<file path="src/rtl/laplacian_window_gen.sv">
// Streaming 3x3 window generator: two line buffers plus a 3x3 shift window,
// emitting one registered neighbourhood per fully-interior centre pixel.
module laplacian_window_gen #(
  parameter int unsigned IMG_W  = 64,
  parameter int unsigned IMG_H  = 64,
  parameter int unsigned DATA_W = 8
) (
  input  logic              clk,
  input  logic              rst,
  input  logic [DATA_W-1:0] pix_in,
  input  logic              pix_valid,
  input  logic              pix_sof,
  output logic              pix_ready,
  output logic [DATA_W-1:0] p1,
  output logic [DATA_W-1:0] p2,
  output logic [DATA_W-1:0] p3,
  output logic [DATA_W-1:0] p4,
  output logic [DATA_W-1:0] p5,
  output logic [DATA_W-1:0] p6,
  output logic [DATA_W-1:0] p7,
  output logic [DATA_W-1:0] p8,
  output logic [DATA_W-1:0] p9,
  output logic              win_valid,
  input  logic              win_ready
);

  localparam int unsigned CW = (IMG_W > 1) ? $clog2(IMG_W) : 1;
  localparam int unsigned RW = (IMG_H > 1) ? $clog2(IMG_H) : 1;

  logic [CW-1:0]     col, cur_col, nxt_col;
  logic [RW-1:0]     row, cur_row, nxt_row;
  logic              acc, qual;
  logic [DATA_W-1:0] lb0 [IMG_W];
  logic [DATA_W-1:0] lb1 [IMG_W];
  logic [DATA_W-1:0] lb0_rd, lb1_rd;

  assign pix_ready = !rst && (!win_valid || win_ready);
  assign acc       = pix_valid && pix_ready;

  // Effective position of the incoming pixel (sof forces origin) and its successor
  always_comb begin
    cur_col = col;
    cur_row = row;
    nxt_col = '0;
    nxt_row = '0;
    if (pix_sof) begin
      cur_col = '0;
      cur_row = '0;
    end
    if (cur_col == CW'(IMG_W - 1)) begin
      nxt_col = '0;
      nxt_row = (cur_row == RW'(IMG_H - 1)) ? '0 : cur_row + RW'(1);
    end else begin
      nxt_col = cur_col + CW'(1);
      nxt_row = cur_row;
    end
  end

  assign qual   = (cur_row >= RW'(2)) && (cur_col >= CW'(2));
  assign lb0_rd = lb0[cur_col];
  assign lb1_rd = lb1[cur_col];

  // Line buffers are plain RAM: no reset, writes only on accept
  always_ff @(posedge clk) begin
    if (acc) begin
      lb1[cur_col] <= lb0_rd;
      lb0[cur_col] <= pix_in;
    end
  end

  always_ff @(posedge clk) begin
    if (rst) begin
      col       <= '0;
      row       <= '0;
      win_valid <= 1'b0;
      p1 <= '0; p2 <= '0; p3 <= '0;
      p4 <= '0; p5 <= '0; p6 <= '0;
      p7 <= '0; p8 <= '0; p9 <= '0;
    end else if (acc) begin
      p1 <= p2; p2 <= p3; p3 <= lb1_rd;
      p4 <= p5; p5 <= p6; p6 <= lb0_rd;
      p7 <= p8; p8 <= p9; p9 <= pix_in;
      col       <= nxt_col;
      row       <= nxt_row;
      win_valid <= qual;
    end else if (win_ready) begin
      win_valid <= 1'b0;
    end
  end

endmodule

</file>
<file path="config.mk">
export PLATFORM = sky130hd
export DESIGN_NAME = laplacian_window_gen
export DESIGN_NICKNAME = d
export VERILOG_FILES = /design/src/rtl/laplacian_window_gen.sv
export SDC_FILE = /design/constraint.sdc
export NUM_CORES = 1
export LEC_CHECK = 0
export CAP_MARGIN = 20
export CORE_MARGIN = 1.5
export CORE_UTILIZATION = 55
export DETAILED_ROUTE_END_ITERATION = 16
export PLACE_DENSITY = 0.76
export SETUP_SLACK_MARGIN = 0.1
export SYNTH_ARGS = -nofsm -noshare
export SYNTH_HDL_FRONTEND = slang
export SYNTH_SLANG_ARGS = --single-unit
</file>
<file path="constraint.sdc">
create_clock -name clk -period 7.4 [get_ports clk]
set_input_delay 0.74 -clock clk [delete_from_list [all_inputs] [get_ports clk]]
set_output_delay 0.74 -clock clk [all_outputs]
set_load 0.05 [all_outputs]
</file>
==> results.md <==
* Sw Ratio at 0.214
* R2R Setup Slk at ~2.3 ns
* Critical path type: reg -> reg
* H-tree level count at 3
* Synth area leaders: edfxtp_1 (70%), mux2i_1 (5.6%), dfxtp_1 (3.9%), a22oi_1 (1.8%), nand2_1 (1.5%)
* # rows at between 100 and 150
* Ratio of final minimum period to clock period at 0.684
* HP Class: reg -> reg
* Hpwl dp at around 74 mm
* Normalized max-slew margin at 0.0734
* Clk_lat worst skew at about 0.67 ns
* Initial Util at 0.554
* Final ANT Viol Nets at 0
* Pwr dens at between 200 and 300 nW/µm²
* FF+latch area at 32500 µm²
* Psw at around 2700 µW
* Die span in y at approximately 280 µm
* First-pass GRT wire length at between 150 and 200 mm
* CTS sink cnt at around 1100
* Via density at around 6.7
* Comb pwr share at 0.053
* Crit path max fanout at between 60 and 70
* Largest net degree at the start of global routing at 73
* Gr busiest metal: met2
* Top_reg_cell synth: edfxtp_1
* RSZ-0062 raised after global routing: false
* Share of cells above drive strength 1 at 0.122
* Final setup violation count at 0
* DRT Wirelength at between 100 and 150 mm
* Share of the synthesized area in the top cell type at 0.705
* Critical Path Sink Type: register
* Tmin final at around 5.1 ns
* TritonCTS clock tree: done
* Flops & latches, synth at between 1000 and 1500
* Worst IR Drop VDD at around 0.19 mV
* CP Cell Sequence: buf_4, nor2b_1, a22oi_1, nor2_1, a2111oi_0, a21oi_1, or4_4
* Setup TNS at 0 ns
* Cells after Synth at 2757
* DR iter-0 viols at about 3500
* Final Skew at between 0.02 and 0.03 ns
* Avg Cell Area, Syn at around 16 µm²
* Detailed Routing Iterations Pass 1 at 6
* Placed Cells at 3825
* Outcome: finished clean
* Die ar. at around 81000 µm²
* Root buffer cell: clkbuf_16
* P_int at 10000 µW
* Nets at a little under 3000
* Mapped Nets at 2772
* Max Transition Viols Final at 0
* CP max-delay cell: a2111oi_0
* Share of synthesized registers carrying an async set or reset at 0
* Grt ovf at 0
* Seq pwr share at 0.544
* Buffers on Ports at 86
* Max incr delay on CP at 1.06 ns
* Setup Slack @ Placement at between 2 and 2.5 ns
* Most frequent cells after synthesis: edfxtp_1 (1024), mux2i_1 (245), nand2_1 (177)
* Fillers at between 5000 and 6000
* Netlist Area Pre-Place at 43600 µm²
* Initial antenna violation count at 2
* Vias in the first global route at between 20000 and 30000
* Count of cell types in the netlist at 80
* Core area at about 79000 µm²
* CP startpoint kind: register
* M2 GR Usage at 0.481
* Lkg Pwr at approximately 0.016 µW
* Via count at 26800
* Grt met3 use at 0.0766
* Maximum clock path buffer count at 3
* CTS Hold Buffers Added at 0
* CP required at 7.62 ns
* Avg WL per Cell at 31.5 µm
* Final Hold Fails at 0
* Post-synth top area cell: edfxtp_1
* TritonCTS Buffers at ~100
* Multi-input gate area at roughly 10000 µm²
* I/O pins at between 80 and 90
* Die outline width at ~280 µm
* Filler-free cell count of the finished design at 4010
* EDFF count, synth at 1024
* CP Data Arrival Time at approximately 5.3 ns
* RePlAce Congestion at 0.968
* Layout Area Growth over Synthesis at 12.3%
* Gr usage total at 0.309
* Met1 Use GR at 0.414
* Max-cap violations at 0
* Sequential share of the synthesized area at 0.744
* Ant. Diodes at 0
* Pin slew with the least headroom to its limit at between 1 and 1.5 ns
* Fmax at ~200 MHz
* Delay-heaviest family, CP: compound AO/OA/AOI/OAI gates
* Most common cell in the netlist: edfxtp_1
* Clock share of power at 0.403
* Clock transition at path regs at 0.06 ns
* Synthesis Warnings at 0
* CP bufs+invs at 1
* Worst setup margin at 2.34 ns
* Postcts setup bufs at 0
* # resized after CTS at 0
* Residual DRC at 0
-- flip-flops by register name (all words and copies together), names as in the netlist --
signal     cells
win_valid      1
row            6
p6             8
p1             8
p7             8
p5             8
p9             8
p8             8
p3             8
col            6
p2             8
lb0          512
lb1          512
p4             8
-- layer usage --
| layer | vias to the layer above | wire length (µm) | share of wire |
|---|---|---|---|
| met5 | - | 30 | 0.00024 |
| met4 | 4 | 6020 | 0.048 |
| met3 | 327 | 15600 | 0.12 |
| met2 | 1967 | 58700 | 0.46 |
| met1 | 13300 | 46100 | 0.36 |
| li1 | 11200 | - | - |
-- final timing paths --
check | startpoint | end | cells past startpoint
worst min-delay path | p7[3]$_SDFFE_PP0P_ | p7[3]$_SDFFE_PP0P_ | 2
worst min register to register | p7[3]$_SDFFE_PP0P_ | p7[3]$_SDFFE_PP0P_ | 2
worst max-delay path | col[2]$_SDFFE_PP0P_ | lb1[27][4]$_DFFE_PP_ | 7
worst max register to register | col[2]$_SDFFE_PP0P_ | lb1[27][4]$_DFFE_PP_ | 7
-- power groups by stage --
stage	Combinational, µW	Sequential, µW	Clock [µW]
3_5_place_dp	661	7070	0
5_1_grt	699	6930	5420
3_3_place_gp	642	7070	0
2_1_floorplan	314	7140	0
4_1_cts	663	6940	5170
6_report	675	6940	5140
-- tightest hold or removal path, cell delays in order, from the launching register on --
cell and delay [ns]:
dfxtp_1 0.30, nand3_1 0.06, nand2_1 0.05
-- cell usage in the layout (no fill, tap or decap), types with 17 or more instances in the layout --
cell type | netlist | final
a2111oi_0 | 19 | 17
a211oi_1 | 32 | 32
a21oi_1 | 104 | 104
a221oi_1 | 32 | 32
a22o_1 | 36 | 36
a22oi_1 | 103 | 103
buf_4 | 26 | 123
clkbuf_1 | 66 | 24
clkbuf_16 | 0 | 109
clkdlybuf4s50_1 | 0 | 77
dfxtp_1 | 85 | 82
edfxtp_1 | 1024 | 1024
mux2i_1 | 245 | 245
mux4_2 | 18 | 18
nand2_1 | 177 | 176
nand3_1 | 39 | 38
nand3b_1 | 45 | 45
nor2_1 | 156 | 155
nor3_1 | 42 | 39
o21ai_0 | 91 | 91
o221ai_1 | 30 | 30
o22ai_1 | 89 | 89
-- logic make-up after synthesis --
group           share of synthesized area
flops                               0.744
compound gates                     0.0977
simple gates                       0.0609
mux                                0.0702
buf+inv                            0.0264
fa+ha+maj                        0.000574
xor+xnor                         0.000201
-- final cells by class --
class | count | share of cell area
well taps | 1050 | 0.0268
inverters | 6 | 0.000511
flip-flops and latches | 1109 | 0.663
clock inverters | 40 | 0.00654
repair buffers | 212 | 0.0366
multi-input cells | 1448 | 0.206
clock buffers | 145 | 0.0602
-- per-stage QoR --
step	total power, µW	hold slack, ns	instance area [µm²]	utilization
floorplan	7450	0.461	43600	-
global placement	7710	0.440	45700	0.580
detailed placement	7730	0.448	45700	0.580
CTS	12800	0.454	49000	0.622
global route	13100	0.480	49000	0.622
finish	12800	0.454	49000	0.622
Power figures use the tool's default switching activity.
